===== config.mk =====
export PLATFORM = sky130hd
export DESIGN_NAME = mac_error_monitor_flat
export DESIGN_NICKNAME = d
export VERILOG_FILES = /design/src/rtl/mac_error_monitor_if.sv /design/src/rtl/mac_error_monitor.sv /design/src/flat_wrapper.sv
export SDC_FILE = /design/constraint.sdc
export NUM_CORES = 1
export LEC_CHECK = 0
export CORE_MARGIN = 3
export CORE_UTILIZATION = 52
export DETAILED_ROUTE_END_ITERATION = 10
export HOLD_SLACK_MARGIN = 0.12
export PLACE_DENSITY_LB_ADDON = 0.05
export SKIP_CTS_REPAIR_TIMING = 1
export SKIP_LAST_GASP = 1
export SYNTH_ARGS = -nofsm -noshare
export SYNTH_HDL_FRONTEND = slang
export SYNTH_SLANG_ARGS = --single-unit

===== constraint.sdc =====
create_clock -name clk -period 10.5 [get_ports clk]
set_clock_uncertainty 0.15 [all_clocks]
set_input_delay 2.1 -clock clk [delete_from_list [all_inputs] [get_ports clk]]
set_output_delay 2.1 -clock clk [all_outputs]
set_load 0.01 [all_outputs]

===== src/rtl/mac_error_monitor_if.sv =====
// ---------------------------------------------------------------------------
// mac_error_monitor_if
//   Operand/result bus between the approximate MAC and its error monitor.
//   The master drives the operands as issued to the MAC and the MAC result.
//   The monitor observes the bus through the slave modport.
//
//   in_valid   operands issued to the MAC this cycle (sload & clken)
//   dataa      operand A, DW bits
//   datab      operand B, DW bits
//   adder_out  MAC result, 2*DW bits
// ---------------------------------------------------------------------------
interface mac_error_monitor_if #(
  parameter int DW = 8
);
  logic              in_valid;
  logic [DW-1:0]     dataa;
  logic [DW-1:0]     datab;
  logic [2*DW-1:0]   adder_out;

  modport master (output in_valid, dataa, datab, adder_out);
  modport slave  (input  in_valid, dataa, datab, adder_out);
endinterface


===== src/rtl/mac_error_monitor.sv =====
// ---------------------------------------------------------------------------
// mac_error_monitor
//   In-line result checker for the approximate MAC. Each operand pair issued
//   while running is carried through a MAC_LAT-deep delay line; when it
//   emerges, the exact product is recomputed and compared against adder_out
//   in that same cycle. Sample, error and outlier counts plus the sum of
//   absolute errors are accumulated with saturation.
//
//   Optional feature macro: MAC_MON_MAXTRACK_EN
//     defined   -> largest |err| and the operands that first produced it
//     undefined -> max_err_o / max_a_o / max_b_o are tied to 0
//
// Ports
//   clk            rising-edge clock
//   aclr_n         synchronous active-low reset
//   start_i        pulse: clear stats and enter RUN
//   stop_i         pulse: enter DONE
//   clear_i        pulse: zero stats, FSM state unchanged
//   num_samples_i  auto-stop count, 0 = unlimited
//   mac            operand/result bus (slave modport)
//   busy_o         1 while in RUN
//   done_o         1 while in DONE
//   sample_cnt_o   samples compared
//   err_cnt_o      samples with approx != exact
//   outlier_cnt_o  samples with |err|*100 > exact*THR_PCT
//   err_sum_o      sum of |adder_out - exact|
//   max_err_o      largest |err| seen
//   max_a_o/max_b_o operands of the first sample reaching max_err_o
// ---------------------------------------------------------------------------
module mac_error_monitor #(
  parameter int DW      = 8,
  parameter int MAC_LAT = 2,
  parameter int THR_PCT = 5,
  parameter int CNT_W   = 16,
  parameter int SUM_W   = 32
) (
  input  logic                clk,
  input  logic                aclr_n,
  input  logic                start_i,
  input  logic                stop_i,
  input  logic                clear_i,
  input  logic [CNT_W-1:0]    num_samples_i,
  mac_error_monitor_if.slave  mac,
  output logic                busy_o,
  output logic                done_o,
  output logic [CNT_W-1:0]    sample_cnt_o,
  output logic [CNT_W-1:0]    err_cnt_o,
  output logic [CNT_W-1:0]    outlier_cnt_o,
  output logic [SUM_W-1:0]    err_sum_o,
  output logic [2*DW-1:0]     max_err_o,
  output logic [DW-1:0]       max_a_o,
  output logic [DW-1:0]       max_b_o
);

  localparam int PW = 2 * DW;                        // product width
  localparam int EW = PW + 1;                        // |err| width, no wrap
  localparam int OW = EW + 32;                       // outlier products
  localparam int AW = ((EW > SUM_W) ? EW : SUM_W) + 1;

  typedef enum logic [1:0] {IDLE, RUN, DONE} state_e;

  // -------------------------------------------------------------------------
  // Arithmetic helpers
  // -------------------------------------------------------------------------
  function automatic logic [CNT_W-1:0] sat_inc(input logic [CNT_W-1:0] v);
    return (&v) ? v : v + CNT_W'(1);
  endfunction

  function automatic logic [SUM_W-1:0] sat_add(input logic [SUM_W-1:0] s,
                                               input logic [EW-1:0]    e);
    logic [AW-1:0] t;
    t = AW'(s) + AW'(e);
    return (t > AW'({SUM_W{1'b1}})) ? {SUM_W{1'b1}} : t[SUM_W-1:0];
  endfunction

  function automatic logic [EW-1:0] abs_diff(input logic [PW-1:0] x,
                                             input logic [PW-1:0] y);
    logic signed [EW-1:0] d;
    d = $signed({1'b0, x}) - $signed({1'b0, y});
    return (d < 0) ? $unsigned(-d) : $unsigned(d);
  endfunction

  // exact == 0 with a nonzero result falls out naturally: lhs > 0 == rhs.
  function automatic logic is_outlier(input logic [EW-1:0] e,
                                      input logic [PW-1:0] ex);
    logic [OW-1:0] lhs;
    logic [OW-1:0] rhs;
    lhs = OW'(e) * OW'(100);
    rhs = OW'(ex) * OW'(THR_PCT);
    return lhs > rhs;
  endfunction

  state_e state_q, state_d;

  logic [MAC_LAT-1:0]          dly_vld_q;
  logic [MAC_LAT-1:0][DW-1:0]  dly_a_q;
  logic [MAC_LAT-1:0][DW-1:0]  dly_b_q;

  logic [CNT_W-1:0] sample_cnt_q,  sample_cnt_d;
  logic [CNT_W-1:0] err_cnt_q,     err_cnt_d;
  logic [CNT_W-1:0] outlier_cnt_q, outlier_cnt_d;
  logic [SUM_W-1:0] err_sum_q,     err_sum_d;

  logic            start_acc;
  logic            stats_zero;
  logic            auto_stop;
  logic            cmp_vld;
  logic [DW-1:0]   cmp_a;
  logic [DW-1:0]   cmp_b;
  logic [PW-1:0]   exact;
  logic [EW-1:0]   err;
  logic            outl;

  // start is only accepted outside RUN and loses to a same-cycle stop.
  assign start_acc  = start_i && !stop_i && (state_q != RUN);
  assign stats_zero = clear_i || start_acc;

  // -------------------------------------------------------------------------
  // Issue stage -> delay line (valid is control, operands are data)
  // -------------------------------------------------------------------------
  always_ff @(posedge clk) begin
    if (!aclr_n) begin
      dly_vld_q <= '0;
    end else begin
      dly_vld_q[0] <= mac.in_valid && (state_q == RUN);
      for (int i = 1; i < MAC_LAT; i++) begin
        dly_vld_q[i] <= dly_vld_q[i-1];
      end
    end
  end

  always_ff @(posedge clk) begin
    dly_a_q[0] <= mac.dataa;
    dly_b_q[0] <= mac.datab;
    for (int i = 1; i < MAC_LAT; i++) begin
      dly_a_q[i] <= dly_a_q[i-1];
      dly_b_q[i] <= dly_b_q[i-1];
    end
  end

  // -------------------------------------------------------------------------
  // Compare stage: last delay stage meets adder_out of the same cycle
  // -------------------------------------------------------------------------
  assign cmp_vld = dly_vld_q[MAC_LAT-1];
  assign cmp_a   = dly_a_q[MAC_LAT-1];
  assign cmp_b   = dly_b_q[MAC_LAT-1];
  assign exact   = PW'(cmp_a) * PW'(cmp_b);
  assign err     = abs_diff(mac.adder_out, exact);
  assign outl    = is_outlier(err, exact);

  always_comb begin
    sample_cnt_d  = sample_cnt_q;
    err_cnt_d     = err_cnt_q;
    outlier_cnt_d = outlier_cnt_q;
    err_sum_d     = err_sum_q;
    if (stats_zero) begin
      sample_cnt_d  = '0;
      err_cnt_d     = '0;
      outlier_cnt_d = '0;
      err_sum_d     = '0;
    end else if (cmp_vld) begin
      sample_cnt_d = sat_inc(sample_cnt_q);
      if (err != '0) err_cnt_d     = sat_inc(err_cnt_q);
      if (outl)      outlier_cnt_d = sat_inc(outlier_cnt_q);
      err_sum_d = sat_add(err_sum_q, err);
    end
  end

  // Looking at the next count lets done rise the cycle after the final compare.
  assign auto_stop = (num_samples_i != '0) && (sample_cnt_d == num_samples_i);

  always_comb begin
    state_d = state_q;
    case (state_q)
      IDLE: begin
        if (stop_i)       state_d = DONE;
        else if (start_i) state_d = RUN;
      end
      RUN: begin
        if (stop_i || auto_stop) state_d = DONE;
      end
      DONE: begin
        if (!stop_i && start_i) state_d = RUN;
      end
      default: state_d = IDLE;
    endcase
  end

  // -------------------------------------------------------------------------
  // Stats / FSM registers
  // -------------------------------------------------------------------------
  always_ff @(posedge clk) begin
    if (!aclr_n) begin
      state_q       <= IDLE;
      sample_cnt_q  <= '0;
      err_cnt_q     <= '0;
      outlier_cnt_q <= '0;
      err_sum_q     <= '0;
    end else begin
      state_q       <= state_d;
      sample_cnt_q  <= sample_cnt_d;
      err_cnt_q     <= err_cnt_d;
      outlier_cnt_q <= outlier_cnt_d;
      err_sum_q     <= err_sum_d;
    end
  end

  assign busy_o        = (state_q == RUN);
  assign done_o        = (state_q == DONE);
  assign sample_cnt_o  = sample_cnt_q;
  assign err_cnt_o     = err_cnt_q;
  assign outlier_cnt_o = outlier_cnt_q;
  assign err_sum_o     = err_sum_q;

`ifdef MAC_MON_MAXTRACK_EN
  logic [PW-1:0] max_err_q, max_err_d;
  logic [DW-1:0] max_a_q,   max_a_d;
  logic [DW-1:0] max_b_q,   max_b_d;

  // Strictly greater: a tie keeps the operands of the earlier sample.
  always_comb begin
    max_err_d = max_err_q;
    max_a_d   = max_a_q;
    max_b_d   = max_b_q;
    if (stats_zero) begin
      max_err_d = '0;
      max_a_d   = '0;
      max_b_d   = '0;
    end else if (cmp_vld && (err > {1'b0, max_err_q})) begin
      max_err_d = err[PW-1:0];
      max_a_d   = cmp_a;
      max_b_d   = cmp_b;
    end
  end

  always_ff @(posedge clk) begin
    if (!aclr_n) begin
      max_err_q <= '0;
      max_a_q   <= '0;
      max_b_q   <= '0;
    end else begin
      max_err_q <= max_err_d;
      max_a_q   <= max_a_d;
      max_b_q   <= max_b_d;
    end
  end

  assign max_err_o = max_err_q;
  assign max_a_o   = max_a_q;
  assign max_b_o   = max_b_q;
`else
  assign max_err_o = '0;
  assign max_a_o   = '0;
  assign max_b_o   = '0;
`endif

endmodule


===== src/flat_wrapper.sv =====
// flat-port wrapper written by rule: the top's interface ports become plain ports
module mac_error_monitor_flat 
#(
  parameter int DW      = 8,
  parameter int MAC_LAT = 2,
  parameter int THR_PCT = 5,
  parameter int CNT_W   = 16,
  parameter int SUM_W   = 32
)
  (clk, aclr_n, start_i, stop_i, clear_i, num_samples_i, busy_o, done_o, sample_cnt_o, err_cnt_o, outlier_cnt_o, err_sum_o, max_err_o, max_a_o, max_b_o, mac_in_valid, mac_dataa, mac_datab, mac_adder_out);
  mac_error_monitor_if #(.DW(DW)) mac_i ();
  input  logic clk;
  input  logic aclr_n;
  input  logic start_i;
  input  logic stop_i;
  input  logic clear_i;
  input  logic [CNT_W-1:0] num_samples_i;
  output logic busy_o;
  output logic done_o;
  output logic [CNT_W-1:0] sample_cnt_o;
  output logic [CNT_W-1:0] err_cnt_o;
  output logic [CNT_W-1:0] outlier_cnt_o;
  output logic [SUM_W-1:0] err_sum_o;
  output logic [2*DW-1:0] max_err_o;
  output logic [DW-1:0] max_a_o;
  output logic [DW-1:0] max_b_o;
  input wire logic [$bits(mac_i.in_valid)-1:0] mac_in_valid;
  input wire logic [$bits(mac_i.dataa)-1:0] mac_dataa;
  input wire logic [$bits(mac_i.datab)-1:0] mac_datab;
  input wire logic [$bits(mac_i.adder_out)-1:0] mac_adder_out;
  assign mac_i.in_valid = mac_in_valid;
  assign mac_i.dataa = mac_dataa;
  assign mac_i.datab = mac_datab;
  assign mac_i.adder_out = mac_adder_out;
  mac_error_monitor #(.DW(DW), .MAC_LAT(MAC_LAT), .THR_PCT(THR_PCT), .CNT_W(CNT_W), .SUM_W(SUM_W)) u_core (.clk(clk), .aclr_n(aclr_n), .start_i(start_i), .stop_i(stop_i), .clear_i(clear_i), .num_samples_i(num_samples_i), .mac(mac_i), .busy_o(busy_o), .done_o(done_o), .sample_cnt_o(sample_cnt_o), .err_cnt_o(err_cnt_o), .outlier_cnt_o(outlier_cnt_o), .err_sum_o(err_sum_o), .max_err_o(max_err_o), .max_a_o(max_a_o), .max_b_o(max_b_o));
endmodule

# --- Word-level counts from Yosys, hierarchy flattened ---
# Index checks and enable logic that the tools add are counted.
op_classes:
  addsub: 6
  n_eq_ne: 7
  reduce_logical: 17
  magnitude_cmp: 3
  bitwise: 3
  n_mux: 10
  mul: 3
op_table:
  columns: ["operator", "n"]
  rows:
  - ["16-bit by 1-bit adder with 16-bit output, second input constant", 3]
  - ["16-bit two-way mux", 3]
  - ["16-bit AND reduction", 3]
  - ["32-bit by 17-bit adder with 33-bit output", 1]
  - ["33-bit by 32-bit greater-than comparator with 1-bit output, second input constant", 1]
  - ["32-bit two-way mux", 1]
  - ["24-bit by 19-bit greater-than comparator with 1-bit output", 1]
  - ["17-bit by 5-bit multiplier with 22-bit output, second input constant", 1]
  - ["16-bit by 3-bit multiplier with 19-bit output, second input constant", 1]
  - ["17-bit by 1-bit less-than comparator with 1-bit output, second input constant", 1]
  - ["17-bit two-way mux", 1]
  - ["17-bit negator", 1]
  - ["17-bit nonzero test", 1]
  - ["16-bit by 16-bit subtractor with 17-bit output", 1]
  - ["16-bit == test", 1]
  - ["8-bit by 8-bit multiplier with 16-bit output", 1]
  - ["16-bit nonzero test", 1]
  - ["3-bit AND reduction", 3]
  - ["2-bit two-way mux", 4]
  - ["2-bit by 1-bit != test with 1-bit output, second input constant", 3]
  - ["2-bit one-hot mux with 3 select lines", 1]
  - ["1-bit logical AND", 4]
  - ["3-bit != test, second input constant", 1]
  - ["1-bit NOT", 3]
  - ["other kinds (6)", 7]
totals:
  word_cells: 59
  register_bits: 116
  input_bits: 54
  output_inout_bits: 114

# --- Logic depth before layout (Yosys ltp) ---
depth:
  depth_word: 10
  depth_mapped: 52
  mapped_depth_nobuf: 50

# --- Worst setup path after synthesis ---
# Ideal clock, no wire load.
synth_timing:
  kind: "register to register"
  start: "reg u_core.dly_a_q (netlist bit u_core.cmp_a[1])"
  end: "reg u_core.outlier_cnt_q[10], in the netlist u_core.outlier_cnt_o[10]"
  synth_period_minus_slack_ns: 10.872
  path_buffers: 1
  arrival_ns: 10.651
  required_time_ns: 10.280
  slack_ns: -0.372
  setup_time_ns: 0.070
  path_stages_with_launch: 46
  path_cell_list: "dfxtp_1 > and2_1 > fa_1 > fa_1 > fa_1 > inv_1 > fa_1 > inv_1 > ha_1 > a21oi_1 > o21a_1 > o21ai_0 > nand2_1 > nand2_1 > a21o_1 > a21oi_1 > xnor2_1 > inv_1 > (+10 left out) > ha_1 > fa_1 > a21o_1 > a21oi_1 > o21bai_1 > a21oi_1 > nor2b_1 > o21a_1 > o31a_1 > o21ai_0 > xnor2_1 > ha_1 > nand4_1 > nor4_1 > nor3_1 > nor2_1 > or4_1 > a21oi_1"
synth_between:
  elab_chain_cells: 7
  elab_cells_between_ends: 9
  classes_between: "2 x add/sub; 3 x mul; 2 x order compare; 1 x mux; 1 x reduce/logical"
synth_lines:
  columns: ["element", "line", "source"]
  rows:
  - ["start: declaration", "mac_error_monitor.sv:96", "logic [MAC_LAT-1:0][DW-1:0] dly_a_q;"]
  - ["start signal: indexed assignment", "mac_error_monitor.sv:136", "dly_a_q[i] <= dly_a_q[i-1];"]
  - ["8-bit by 8-bit multiplier with 16-bit output (*)", "mac_error_monitor.sv:147", "assign exact = PW'(cmp_a) * PW'(cmp_b);"]
  - ["16-bit by 16-bit subtractor with 17-bit output", "mac_error_monitor.sv:79", "d = $signed({1'b0, x}) - $signed({1'b0, y});"]
  - ["17-bit negator or 17-bit by 1-bit less-than comparator with 1-bit output (tied branches)", "mac_error_monitor.sv:80", "return (d < 0) ? $unsigned(-d) : $unsigned(d);"]
  - ["17-bit two-way mux", "mac_error_monitor.sv:80", null]
  - ["17-bit by 5-bit multiplier with 22-bit output", "mac_error_monitor.sv:88", "lhs = OW'(e) * OW'(100);"]
  - ["24-bit by 19-bit greater-than comparator with 1-bit output (*)", "mac_error_monitor.sv:90", "return lhs > rhs;"]
  - ["3-bit AND reduction (no line) (*)", null, null]
  - ["end signal: assignment", "mac_error_monitor.sv:203", "outlier_cnt_q <= outlier_cnt_d;"]
  - ["end: declaration", "mac_error_monitor.sv:101", "logic [CNT_W-1:0] outlier_cnt_q, outlier_cnt_d;"]
# Mark *: on every way between the ends. The rest lies on a longest branch, timed or not.
# A chain may end at the register's enable or synchronous reset.

# --- Final worst setup path ---
layout_timing:
  start: "reg u_core.dly_a_q (netlist bit u_core.cmp_a[4])"
  end: "reg u_core.outlier_cnt_q[4], in the netlist u_core.outlier_cnt_o[4]"
# Same word-level chain as after synthesis.

==> results.py <==
metrics = {
    "status": {
        "status": "finished, final reports clean",
    },
    "clock_network": {
        "clk_path_buf_depth": 2,
        "insertion_delay_ns": 0.42,
        "cts_max_level": 4,
        "cts_buffers": 17,
        "clkSinkCount": 116,
        "cts_tree": "yes",
        "clockRootBuffer": "clkbuf_16",
        "path_clk_slew_ns": 0.06,
    },
    "global_routing": {
        "grt_pass1_vias": 11100,
        "use_met2_pct": 43.7,
        "track_usage_pct": 25.4,
        "overflow": 0,
        "grt_max_degree": 45,
        "grtUsageMet3_pct": 4.82,
        "grt_first_pass_wirelength_um": 54300,
        "antenna_found_initial": 2,
        "busiest_layer": "met2",
        "use_met1_pct": 31.9,
    },
    "critical_path": {
        "timing.critical_path.to_type": "register",
        "rrSetupSlack_ns": 0.39,
        "crit_path_start_kind": "register",
        "slowest_delay_ns": 0.56,
        "crit_fanout": 6,
        "cp.buffers_inverters": 8,
        "cp_data_required_time_ns": 10.63,
        "crit_family": "adder cells",
        "worstSetupPathType": "reg -> reg",
        "crit_path_top_delay_cell": "fa_1",
        "cp_data_arrival_time_ns": 10.25,
    },
    "timing": {
        "fmax_mhz": 98.9,
        "slew_headroom_pct": 28.6,
        "period_minus_slack_ns": 10.11,
        "timing.hold.ws_ns": 0.174,
        "finalHoldViolCount": 0,
        "fin_ws_ns": 0.387,
        "final-max-slew-violation-count": 0,
        "max_slew.worst_pin.slew_ns": 1.07,
        "timing.final.crit_share_pct": 96.3,
        "setup_viol": 0,
    },
    "route": {
        "via_per_inst": 5.51,
        "drcViolationCount": 0,
        "wl_um": 34100,
        "first_iter_violations": 689,
        "drt_first_pass_iters": 5,
        "dr_total_vias": 11500,
        "postRouteAntennaNets": 0,
        "wire_per_inst_um": 16.3,
    },
    "die": {
        "die_area_um2": 25700,
        "fp.coreArea_um2": 23000,
        "start_util_pct": 53.9,
        "die_x_um": 160,
        "io_pins": 168,
        "die_y_um": 160,
        "row_count": 55,
    },
    "yosys": {
        "yosysUniqueCellTypes": 91,
        "syn-cell-area_um2": 12400,
        "synth_edf_count": 0,
        "synth_ff_type": "dfxtp_1",
        "yosysTopAreaCell": "dfxtp_1",
        "yosysWarnings": 0,
        "syn_inst": 1504,
        "synth_most_common_cell": "inv_1",
        "ys_ff_latch": 116,
        "synth.avg_cell_area_um2": 8.23,
        "yosys-top-cells-area": "dfxtp_1 19%, ha_1 16%, fa_1 7.9%",
        "synth_seq_area_share_pct": 18.8,
        "synthArstFlopShare_pct": 0,
        "yosys-top-cells-count": "169 x inv_1, 155 x ha_1, 116 x dfxtp_1",
        "synth_top_area_share_pct": 18.8,
    },
    "final_layout": {
        "area_delta_synth_final_pct": 30.2,
        "finish.utilization_pct": 70.1,
        "drive_above_1_share_pct": 16.7,
        "final_nets": 2019,
        "finalInstanceArea_um2": 16100,
        "num_antenna_cells": 0,
    },
    "place": {
        "placed_area_um2": 14700,
        "io_buffers": 135,
        "gp_congestion": 0.950,
        "preCtsSetupSlack_ns": -0.190,
        "dp_hpwl_um": 26900,
    },
    "worst_hold_path": {
        "min_path_type": "reg -> reg",
    },
    "run": {
        "drv_cap": 0,
    },
}
==> routing by layer <==
metal	up-vias	routed length, um
met4	4	1180
li1	5750	-
met2	303	16400
met1	5372	14800
met3	80	1700
met5	-	27
==> registers in the layout, summed over array words and instances, names as in the netlist <==
name,cells
u_core.dly_a_q,8
u_core.dly_vld_q,2
u_core.outlier_cnt_o,16
u_core.cmp_a,8
u_core.cmp_b,8
u_core.sample_cnt_o,16
u_core.dly_b_q,8
u_core.err_sum_o,32
u_core.state_q,2
u_core.err_cnt_o,16
==> cell families (layout without fill, tap and decap cells) <==
| group | after synthesis | in the layout | synth area share, % |
|---|---|---|---|
| compound gates | 330 | 331 | 18.1 |
| xor+xnor | 130 | 130 | 9.65 |
| other cells | 1 | 32 | 0.0303 |
| fa+ha+maj | 218 | 218 | 24.7 |
| flops | 116 | 116 | 18.8 |
| simple gates | 466 | 468 | 19.6 |
| mux | 13 | 13 | 1.08 |
| buf+inv | 230 | 466 | 8.04 |
==> stage by stage <==
stage | std cells | setup TNS [ns]
2_1_floorplan | 1535 | 0
3_3_place_gp | 2033 | 0
3_5_place_dp | 2033 | -1.63
4_1_cts | 2065 | -3.20
5_1_grt | 2087 | -0.346
6_report | 2087 | 0
==> worst reg2reg max path, delay by kind of cell, from the launching register on <==
| family | cells | cell delay, ns |
|---|---|---|
| XOR/XNOR | 1 | 0.18 |
| AO/OA/AOI/OAI | 14 | 2.74 |
| adder cells (fa/ha/maj) | 9 | 3.34 |
| flip-flops | 1 | 0.35 |
| multiplexers | 1 | 0.41 |
| buffers and inverters | 8 | 0.89 |
| AND/OR/NAND/NOR | 8 | 1.93 |
==> cells in the final DEF (no fill, tap or decap), types with 8 or more instances in the layout <==
cell type        count
o21a_1              14
a31oi_1             19
ha_4                17
xnor2_1             77
and2_1              60
inv_1              160
mux2i_1             10
and3_1              24
o21ai_0             60
or3_1               16
nand2_1             73
clkdlybuf4s50_1    135
ha_1               137
maj3_1              13
dfxtp_1            106
nand3_1             37
a21o_1              26
nor2b_1             13
nand2b_1            18
inv_2               11
buf_4              125
nor3_1              35
nand4_1             15
a21oi_1             72
nor2_1             106
fa_1                44
conb_1              32
clkbuf_16           17
xor2_1              41
o211ai_1            14
o21ai_1              8
nor4_1               9
==> final timing paths <==
| kind | startpoint | to | cells after the start |
|---|---|---|---|
| setup / recovery | u_core.cmp_a[4] | u_core.outlier_cnt_o[4] | 41 |
| hold / removal | u_core.dly_b_q[2] | u_core.cmp_b[2] | 0 |
| setup reg to reg | u_core.cmp_a[4] | u_core.outlier_cnt_o[4] | 41 |
| hold reg to reg | u_core.dly_b_q[2] | u_core.cmp_b[2] | 0 |
==> area by class of cell <==
type,count,area (um^2)
clock inverter,15,193
clock buffer,17,425
fill,1912,6860
inverter,171,642
timing repair buffer,263,2320
sequential,116,2350
tap,313,392
multi-input combinational,1192,9800
Power is not shown: default switching activity piles up to over one toggle a cycle in this logic, so the estimate is an artifact.
